==> config.mk <==
export PLATFORM = sky130hd
export DESIGN_NAME = eh2_ifu_compress_stream
export DESIGN_NICKNAME = d
export VERILOG_FILES = /design/src/rtl/eh2_ifu_pkg.sv /design/src/rtl/eh2_ifu_compress_ctl.sv /design/src/rtl/eh2_ifu_compress_stream.sv
export SDC_FILE = /design/constraint.sdc
export NUM_CORES = 1
export LEC_CHECK = 0
export CAP_MARGIN = 40
export CORE_ASPECT_RATIO = 1.5
export CORE_MARGIN = 2
export CORE_UTILIZATION = 46
export DETAILED_ROUTE_END_ITERATION = 10
export DONT_BUFFER_PORTS = 1
export HOLD_SLACK_MARGIN = 0.05
export PLACE_DENSITY = 0.64
export SYNTH_ARGS = -nofsm -noshare
export SYNTH_HDL_FRONTEND = slang
export SYNTH_SLANG_ARGS = --single-unit
==> constraint.sdc <==
create_clock -name clk -period 17.31 [get_ports clk]
set_input_delay 2.5965 -clock clk [delete_from_list [all_inputs] [get_ports clk]]
set_output_delay 2.5965 -clock clk [all_outputs]
set_load 0.02 [all_outputs]
==> src/rtl/eh2_ifu_pkg.sv <==
// Shared IFU types and constants for the compressed-instruction stream path.
package eh2_ifu_pkg;

  localparam int PARCEL_W = 16;
  localparam logic [1:0] RVC_FULL_OP = 2'b11;

  typedef logic [PARCEL_W-1:0] parcel_t;

  // RV32 base opcodes produced by the RVC expander
  localparam logic [6:0] OP_LOAD   = 7'b0000011;
  localparam logic [6:0] OP_IMM    = 7'b0010011;
  localparam logic [6:0] OP_STORE  = 7'b0100011;
  localparam logic [6:0] OP_REG    = 7'b0110011;
  localparam logic [6:0] OP_LUI    = 7'b0110111;
  localparam logic [6:0] OP_BRANCH = 7'b1100011;
  localparam logic [6:0] OP_JALR   = 7'b1100111;
  localparam logic [6:0] OP_JAL    = 7'b1101111;

endpackage

==> src/rtl/eh2_ifu_compress_ctl.sv <==
// RV32C to RV32I expander; reserved/unsupported encodings expand to 0.
module eh2_ifu_compress_ctl
  import eh2_ifu_pkg::*;
(
  input  logic [15:0] din,
  output logic [31:0] dout
);

  logic [4:0]  rd, rs2, rdp, rs1p;
  logic [11:0] imm6s;

  assign rd    = din[11:7];
  assign rs2   = din[6:2];
  assign rdp   = {2'b01, din[4:2]};
  assign rs1p  = {2'b01, din[9:7]};
  assign imm6s = {{6{din[12]}}, din[12], din[6:2]};

  // Decode by {funct3, quadrant}
  always_comb begin
    dout = '0;
    case ({din[15:13], din[1:0]})
      5'b000_00: if (din[12:5] != '0)
                   dout = {2'b00, din[10:7], din[12:11], din[5], din[6], 2'b00, 5'd2, 3'b000, rdp, OP_IMM};
      5'b010_00: dout = {5'b0, din[5], din[12:10], din[6], 2'b00, rs1p, 3'b010, rdp, OP_LOAD};
      5'b110_00: dout = {5'b0, din[5], din[12], rdp, rs1p, 3'b010, din[11:10], din[6], 2'b00, OP_STORE};
      5'b000_01: dout = {imm6s, rd, 3'b000, rd, OP_IMM};
      5'b001_01: dout = {din[12], din[8], din[10:9], din[6], din[7], din[2], din[11], din[5:3],
                         din[12], {8{din[12]}}, 5'd1, OP_JAL};
      5'b010_01: dout = {imm6s, 5'd0, 3'b000, rd, OP_IMM};
      5'b011_01: begin
        if ({din[12], din[6:2]} != '0) begin
          if (rd == 5'd2)
            dout = {{2{din[12]}}, din[12], din[4:3], din[5], din[2], din[6], 4'b0, 5'd2, 3'b000, 5'd2, OP_IMM};
          else
            dout = {{14{din[12]}}, din[12], din[6:2], rd, OP_LUI};
        end
      end
      5'b100_01: begin
        case (din[11:10])
          2'b00: if (!din[12]) dout = {7'b0000000, din[6:2], rs1p, 3'b101, rs1p, OP_IMM};
          2'b01: if (!din[12]) dout = {7'b0100000, din[6:2], rs1p, 3'b101, rs1p, OP_IMM};
          2'b10: dout = {imm6s, rs1p, 3'b111, rs1p, OP_IMM};
          default: begin
            if (!din[12]) begin
              case (din[6:5])
                2'b00:   dout = {7'b0100000, rdp, rs1p, 3'b000, rs1p, OP_REG};
                2'b01:   dout = {7'b0000000, rdp, rs1p, 3'b100, rs1p, OP_REG};
                2'b10:   dout = {7'b0000000, rdp, rs1p, 3'b110, rs1p, OP_REG};
                default: dout = {7'b0000000, rdp, rs1p, 3'b111, rs1p, OP_REG};
              endcase
            end
          end
        endcase
      end
      5'b101_01: dout = {din[12], din[8], din[10:9], din[6], din[7], din[2], din[11], din[5:3],
                         din[12], {8{din[12]}}, 5'd0, OP_JAL};
      5'b110_01: dout = {{4{din[12]}}, din[6:5], din[2], 5'd0, rs1p, 3'b000,
                         din[11:10], din[4:3], din[12], OP_BRANCH};
      5'b111_01: dout = {{4{din[12]}}, din[6:5], din[2], 5'd0, rs1p, 3'b001,
                         din[11:10], din[4:3], din[12], OP_BRANCH};
      5'b000_10: if (!din[12]) dout = {7'b0000000, din[6:2], rd, 3'b001, rd, OP_IMM};
      5'b010_10: if (rd != '0)
                   dout = {4'b0, din[3:2], din[12], din[6:4], 2'b00, 5'd2, 3'b010, rd, OP_LOAD};
      5'b100_10: begin
        if (!din[12]) begin
          if (rs2 == '0) begin
            if (rd != '0) dout = {12'b0, rd, 3'b000, 5'd0, OP_JALR};
          end else begin
            dout = {7'b0000000, rs2, 5'd0, 3'b000, rd, OP_REG};
          end
        end else begin
          if (rs2 == '0 && rd == '0) dout = 32'h0010_0073;
          else if (rs2 == '0)        dout = {12'b0, rd, 3'b000, 5'd1, OP_JALR};
          else                       dout = {7'b0000000, rs2, rd, 3'b000, rd, OP_REG};
        end
      end
      5'b110_10: dout = {4'b0, din[8:7], din[12], rs2, 5'd2, 3'b010, din[11:9], 2'b00, OP_STORE};
      default:   dout = '0;
    endcase
  end

endmodule

==> src/rtl/eh2_ifu_compress_stream.sv <==
// Fetch-beat parcel FIFO, 16/32-bit instruction aligner and registered RVC expansion.
module eh2_ifu_compress_stream
  import eh2_ifu_pkg::*;
#(
  parameter int NPARCEL   = 2,
  parameter int BUF_DEPTH = 6,
  parameter int PC_W      = 31,
  localparam int SW = (NPARCEL > 1) ? $clog2(NPARCEL) : 1
)(
  input  logic                        clk,
  input  logic                        rst,
  input  logic                        flush,
  input  logic                        in_valid,
  output logic                        in_ready,
  input  logic [PARCEL_W*NPARCEL-1:0] in_data,
  input  logic [PC_W-1:0]             in_pc,
  input  logic [SW-1:0]               in_start,
  output logic                        out_valid,
  input  logic                        out_ready,
  output logic [31:0]                 out_instr,
  output logic [PC_W-1:0]             out_pc,
  output logic                        out_compressed,
  output logic                        out_illegal
);

  localparam int PW   = (BUF_DEPTH > 1) ? $clog2(BUF_DEPTH) : 1;
  localparam int CW   = $clog2(BUF_DEPTH + 1);
  localparam int SUMW = PW + CW + 1;

  typedef struct packed {
    parcel_t         data;
    logic [PC_W-1:0] pc;
  } entry_t;

  entry_t        fifo_q [BUF_DEPTH];
  logic [PW-1:0] wr_ptr_q, rd_ptr_q;
  logic [CW-1:0] count_q;
  logic [CW-1:0] push_n, pop_n;
  entry_t        head;
  parcel_t       second_data;
  logic [31:0]   dout;
  logic          head_full, head_avail, load, in_fire;

  // Pointer advance with wrap at BUF_DEPTH (need not be a power of two)
  function automatic logic [PW-1:0] ptr_add(input logic [PW-1:0] p, input logic [CW-1:0] n);
    logic [SUMW-1:0] s;
    s = SUMW'(p) + SUMW'(n);
    if (s >= SUMW'(BUF_DEPTH)) s = s - SUMW'(BUF_DEPTH);
    return s[PW-1:0];
  endfunction

  assign head        = fifo_q[rd_ptr_q];
  assign second_data = fifo_q[ptr_add(rd_ptr_q, CW'(1))].data;
  assign head_full   = (head.data[1:0] == RVC_FULL_OP);
  assign head_avail  = (count_q != '0) && (!head_full || (count_q >= CW'(2)));
  assign in_ready    = !rst && !flush && ((CW'(BUF_DEPTH) - count_q) >= CW'(NPARCEL));
  assign in_fire     = in_valid && in_ready;
  assign load        = !flush && head_avail && (!out_valid || out_ready);

  eh2_ifu_compress_ctl u_compress_ctl (
    .din  (head.data),
    .dout (dout)
  );

  // Push/pop entry counts for this cycle
  always_comb begin
    push_n = '0;
    if (in_fire && (int'(in_start) < NPARCEL))
      push_n = CW'(NPARCEL - int'(in_start));
    pop_n = '0;
    if (load)
      pop_n = head_full ? CW'(2) : CW'(1);
  end

  // Parcel storage: useful parcels packed contiguously from wr_ptr
  always_ff @(posedge clk) begin
    for (int unsigned j = 0; j < NPARCEL; j++) begin
      if (in_fire && (j >= 32'(in_start)))
        fifo_q[ptr_add(wr_ptr_q, CW'(j - 32'(in_start)))] <=
          '{data: in_data[PARCEL_W*j +: PARCEL_W], pc: in_pc + PC_W'(j)};
    end
  end

  // FIFO pointers and occupancy
  always_ff @(posedge clk) begin
    if (rst || flush) begin
      wr_ptr_q <= '0;
      rd_ptr_q <= '0;
      count_q  <= '0;
    end else begin
      wr_ptr_q <= ptr_add(wr_ptr_q, push_n);
      rd_ptr_q <= ptr_add(rd_ptr_q, pop_n);
      count_q  <= count_q + push_n - pop_n;
    end
  end

  // Output register: loads a complete head instruction, holds under backpressure
  always_ff @(posedge clk) begin
    if (rst) begin
      out_valid      <= 1'b0;
      out_instr      <= '0;
      out_pc         <= '0;
      out_compressed <= 1'b0;
      out_illegal    <= 1'b0;
    end else if (flush) begin
      out_valid <= 1'b0;
    end else if (load) begin
      out_valid      <= 1'b1;
      out_instr      <= head_full ? {second_data, head.data} : dout;
      out_pc         <= head.pc;
      out_compressed <= !head_full;
      out_illegal    <= !head_full && (dout == '0);
    end else if (out_ready) begin
      out_valid <= 1'b0;
    end
  end

endmodule

==> results of run 1 <==
-- logic make-up after synthesis --
| kind of cell | synth area share [%] |
|---|---|
| fa+ha+maj | 1.50 |
| mux | 11.2 |
| buf+inv | 3.43 |
| xor+xnor | 7.37 |
| compound gates | 9.25 |
| simple gates | 17.3 |
| flops | 49.9 |
-- report_power, final --
part | total (mW) | leakage (nW) | switching (mW) | internal [mW]
Combinational | 0.142 | 3.59 | 0.0872 | 0.0544
Clock | 0.821 | 0.600 | 0.344 | 0.477
Sequential | 0.962 | 3.16 | 0.0195 | 0.943
Total | 1.92 | 7.35 | 0.450 | 1.47
-- layer usage --
metal,GRT usage [%],wire [µm],vias up
li1,-,-,6842
met1,30.3,22200,7230
met2,50.6,32500,646
met3,4.94,4270,174
met4,15.5,3550,0
met5,0,0,-
-- final cells by class --
type,instances,area (µm²)
timing repair buffer,45,339
sequential,357,9980
clock buffer,49,1020
multi-input combinational,1461,9420
tap,570,713
inverter,20,75.1
fill,3855,21200
clock inverter,16,200
-- critical path: cells and delay by family --
family	cells	cell delay, ns
AOI/OAI and AO/OA	1	0.24
buffers and inverters	1	0.23
and+or+nand+nor	1	0.35
-- state kept, by name, indices dropped and copies added, names as in the netlist --
register        flops
out_compressed      1
out_illegal         1
fifo_q            282
count_q             3
wr_ptr_q            3
out_valid           1
out_pc             31
out_instr          32
rd_ptr_q            3
-- synth_stat cells (19+ instances only) --
cell | n | area, µm²
nand2_1 | 578 | 2170
mux2i_1 | 65 | 651
edfxtp_1 | 282 | 8470
nand3_1 | 31 | 155
mux4_2 | 56 | 1260
buf_2 | 19 | 95.1
nor2_1 | 122 | 458
and3_1 | 20 | 125
o211ai_1 | 41 | 308
xor2_1 | 47 | 412
a21oi_1 | 83 | 415
clkbuf_1 | 103 | 387
o21ai_0 | 71 | 355
xnor2_1 | 121 | 1060
dfxtp_1 | 75 | 1500
-- final timing paths --
path,startpoint,to,slack [ns],cells after the start
worst max-delay path,flush,in_ready,11.29,3
worst min-delay path,out_instr[23],out_instr[23],0.54,2
worst max register to register,rd_ptr_q[0],out_instr[17],12.26,10
worst min register to register,out_instr[23],out_instr[23],0.54,2
==> run_results.csv, run 1 <==
group,metric,value,unit
logic_synthesis,synthCells,1984,
clock_tree,cts_tree,"yes",
setup_path,crit_path_end_kind,"output port",
global_route,grt_overflow,0,
drt,detail-route-antenna-nets,0,
layout,fin_util,50.7,%
layout,n_antenna_cell,0,
logic_synthesis,synthArstFlopShare,0,%
die,io_pins,136,
die,rows,93,
power_and_ir_drop,p_leak,7.35,nW
layout,final_common_cell,"nand2_1",
clock_tree,insertion_delay,0.54,ns
drt,wl_per_cell,24.8,µm
sta,rsz0062_at_grt,"no",
hold_path,hp-class,"flip-flop to flip-flop",
sta,slew_headroom,36.2,%
clock_tree,cts_buffers,36,
layout,post_route_cells_drive_above_1_share,11.2,%
logic_synthesis,synth_warnings,0,
global_route,antenna_found_initial,0,
logic_synthesis,syn-num-nets,2074,
logic_synthesis,synth_cell_types,82,
placed_design,preCtsSetupSlack,11.12,ns
drt,viasPerCell,5.91,
placed_design,portBuffers,0,
setup_path,path_max_fanout,7,
sta,hold_ws,0.543,ns
layout,stdcell_count,2518,
layout,area_delta_synth_final,8.90,%
setup_path,crit_required,14.71,ns
setup_path,path_cells,"or2_2 -> a31oi_1 -> buf_4",
clock_tree,hold_buffers,0,
setup_path,critPathKind,"primary input to output port",
setup_path,crit_arrival,3.42,ns
logic_synthesis,netlist_area,20000,µm²
drt,route.detailed.drc,0,
sta,min_period,6.02,ns
logic_synthesis,yosysSeqAreaShare,49.9,%
logic_synthesis,syn_avg_cell_area,10.1,µm²
logic_synthesis,ys.flop_type,"edfxtp_1",
drt,drtIter0Drc,1234,
power_and_ir_drop,peakVddDrop,76.7,µV
power_and_ir_drop,finalPower,1.92,mW
logic_synthesis,synth_seq_cells,357,
sta,skew,0.0168,ns
sta,worst_pin_slew,0.956,ns
power_and_ir_drop,power_density,88.5,nW/µm²
layout,nets,2011,
layout,fin_area,21700,µm²
global_route,grt_pass1_wl,93.7,mm
placed_design,gp_congestion,0.955,
global_route,grt_pass1_vias,15201,
die,die_w,174,µm
die,die-area,45100,µm²
placed_design,dp_cells,2453,
run_status,status,"finished clean",
sta,report.final.slew_viol_count,0,
clock_tree,cts.sinks,357,
setup_path,startpoint_type,"primary input",
sta,fin_crit_sh,34.8,%
clock_tree,clock-root-buffer,"clkbuf_16",
sta,setup_tns,0,ns
die,fp.dieH,259,µm
die,start_util,46.5,%
flow_run,cap_violations,0,
setup_path,slowest_stage,"or2_2",
clock_tree,cts_buffer_depth,3,
placed_design,placedInstanceArea,20500,µm²
sta,finalHoldViolations,0,
logic_synthesis,synth_edf_count,282,
global_route,grt_use_total,27.7,%
sta,setup_slack,11.29,ns
clock_tree,cts_resized,0,
drt,dr_total_vias,14892,
layout,layout_common_cells,"nand2_1, edfxtp_1, xnor2_1, nor2_1, a21oi_1",
clock_tree,cts_setup_buffers,0,
sta,fmax,0.166,GHz
setup_path,slowest_delay,0.35,ns
sta,setup_violations,0,
global_route,grt_start_max_net_pins,67,
drt,drtPass1Iterations,6,
drt,routed_wl,62.5,mm
clock_tree,h-tree-depth,2,
placed_design,hpwl,40.5,mm
clock_tree,clk_pin_slew_worst_paths,0.06,ns
die,fp.coreArea,42900,µm²
No activity file was read; power rests on OpenSTA's default activity.
==> run 2, diff against run 1 <==
PLACE_DENSITY = 0.66   (was 0.64)
clock period = 5.2 ns   (was 17.31 ns; I/O delays follow)
==> run 2 against run 1 <==
  * Utilization up 0.47 points
  * Sequential cell count unchanged
  * Register-to-register slack worse by 11 ns
  * Sequential share of layout area down 0.42 points
  * Critical path type is now flip-flop to flip-flop
  * Largest power group unchanged
==> run_results.csv, run 2 (synthesis results as in run 1) <==
group,metric,value,unit
run_status,status,"finished clean",
layout,fin_area,22000,µm²
power_and_ir_drop,power_density,294,nW/µm²
clock_tree,hold_buffers,0,
drt,detail-route-antenna-nets,0,
setup_path,reg2regPathDepth,11,
die,fp.coreArea,42900,µm²
clock_tree,cts_buffers,37,
die,fp.dieH,259,µm
drt,dr_total_vias,15211,
setup_path,startpoint_type,"flip-flop",
layout,largest_reg_flops,282,
layout,fillers,3705,
setup_path,slowest_stage,"dfxtp_2",
setup_path,ff2ff_setup_slack,0.99,ns
setup_path,critPathKind,"flip-flop to flip-flop",
setup_path,crit_path_end_kind,"flip-flop",
layout,n_antenna_cell,0,
die,rows,93,
drt,viasPerCell,6.01,
layout,fin_util,51.1,%
hold_path,hp-class,"primary input to flip-flop",
placed_design,hpwl,42.9,mm
drt,drtIter0Drc,1350,
drt,wl_per_cell,25.4,µm
setup_path,path_cells,"buf_4 -> mux4_2 -> mux2_2 -> o31ai_1 -> buf_4 -> nor2_1 -> nand2_1 -> nand2_1 -> o31ai_1 -> buf_4 -> a31oi_1",
power_and_ir_drop,p_leak,7.43,nW
sta,report.final.slew_viol_count,0,
setup_path,endpoint,"out_instr[18]",
global_route,antenna_found_initial,0,
die,start_util,46.5,%
sta,setup_violations,0,
drt,routed_wl,64.3,mm
setup_path,regToRegEndpoint,"out_instr[18]",
global_route,grt_pass1_vias,15417,
layout,final_common_cell,"nand2_1",
layout,area_delta_synth_final,9.91,%
clock_tree,clock-root-buffer,"clkbuf_16",
drt,route.detailed.drc,0,
setup_path,cp-startpoint,"rd_ptr_q[1]",
sta,rsz0062_at_grt,"no",
layout,layout_common_cells,"nand2_1, edfxtp_1, xnor2_1, nor2_1, a21oi_1",
clock_tree,h-tree-depth,2,
sta,worst_pin_slew,0.935,ns
setup_path,crit_arrival,4.68,ns
setup_path,crit_required,5.67,ns
layout,top_register,"fifo_q",
setup_path,slowest_delay,0.90,ns
sta,fmax,0.238,GHz
global_route,grt_pass1_wl,96.1,mm
placed_design,gp_congestion,1.01,
clock_tree,clk_pin_slew_worst_paths,0.06,ns
setup_path,path_max_fanout,26,
placed_design,placedInstanceArea,20700,µm²
global_route,grt_overflow,0,
placed_design,portBuffers,0,
sta,finalHoldViolations,0,
die,io_pins,136,
layout,nets,2023,
layout,post_route_cells_drive_above_1_share,11.6,%
flow_run,cap_violations,0,
layout,largestRegisters,"fifo_q: 282 flops, out_instr: 32 flops, out_pc: 31 flops",
die,die-area,45100,µm²
clock_tree,cts_resized,0,
global_route,grt_use_total,28.4,%
die,die_w,174,µm
setup_path,crit-reg2reg-launch,"rd_ptr_q[1]",
power_and_ir_drop,finalPower,6.46,mW
global_route,grt_start_max_net_pins,66,
sta,setup_tns,0,ns
power_and_ir_drop,peakVddDrop,283,µV
drt,drtPass1Iterations,5,
clock_tree,cts_buffer_depth,3,
sta,skew,0.0123,ns
clock_tree,cts.sinks,357,
sta,fin_crit_sh,80.9,%
clock_tree,insertion_delay,0.54,ns
setup_path,path_common_cell,"buf_4",
sta,min_period,4.21,ns
clock_tree,cts_tree,"yes",
clock_tree,cts_setup_buffers,0,
sta,slew_headroom,37.4,%
[run 2: metrics by stage]
step	setup slack, ns	instances	hold slack, ns
after floorplan	-0.961	1984	0.515
after global routing	0.816	2532	0.297
after CTS	1.06	2531	0.289
after detailed placement	1.07	2463	0.540
final	0.994	2532	0.316
after global placement	0.891	2460	0.528
[run 2: where the power goes]
part / switching [mW] / internal [mW]
combinational: 0.294 / 0.190
sequential: 0.0709 / 3.14
clock: 1.15 / 1.61
[run 2: how the worst min path moves through the flow]
stage | depth (start not counted) | slack [ns] | endpoint | from
2_1_floorplan | 2 | 0.52 | out_instr[23] | out_instr[23]
6_report | 1 | 0.32 | out_pc[3] | rst
5_1_grt | 1 | 0.30 | out_pc[3] | rst
3_5_place_dp | 2 | 0.54 | out_instr[11] | out_instr[11]
3_3_place_gp | 2 | 0.53 | out_instr[23] | out_instr[23]
4_1_cts | 1 | 0.29 | out_pc[3] | rst
[run 2: cell type report]
type	instances	area, µm²	share of cell area (%)
Clock buffer	54	1080	4.93
Sequential cell	357	9980	45.5
Multi-Input combinational cell	1461	9420	42.9
Clock inverter	14	178	0.809
Timing Repair Buffer	56	500	2.28
Tap cell	570	713	3.25
Inverter	20	75.1	0.342
[run 2: metal layers]
layer / track usage (%) / vias to the layer above / share of wire (%)
met5: 0 / - / 0
met4: 16.4 / 0 / 5.7
met3: 5.16 / 200 / 6.6
met2: 52.4 / 678 / 53
met1: 30.3 / 7441 / 35
li1: - / 6892 / -
[run 2: worst max-delay path, delay by kind of cell, from the launching register on]
kind	cells	cell delay, ns
buffers and inverters	3	0.83
AOI/OAI and AO/OA	3	0.39
and+or+nand+nor	3	1.31
DFF	1	0.90
muxes	2	0.67
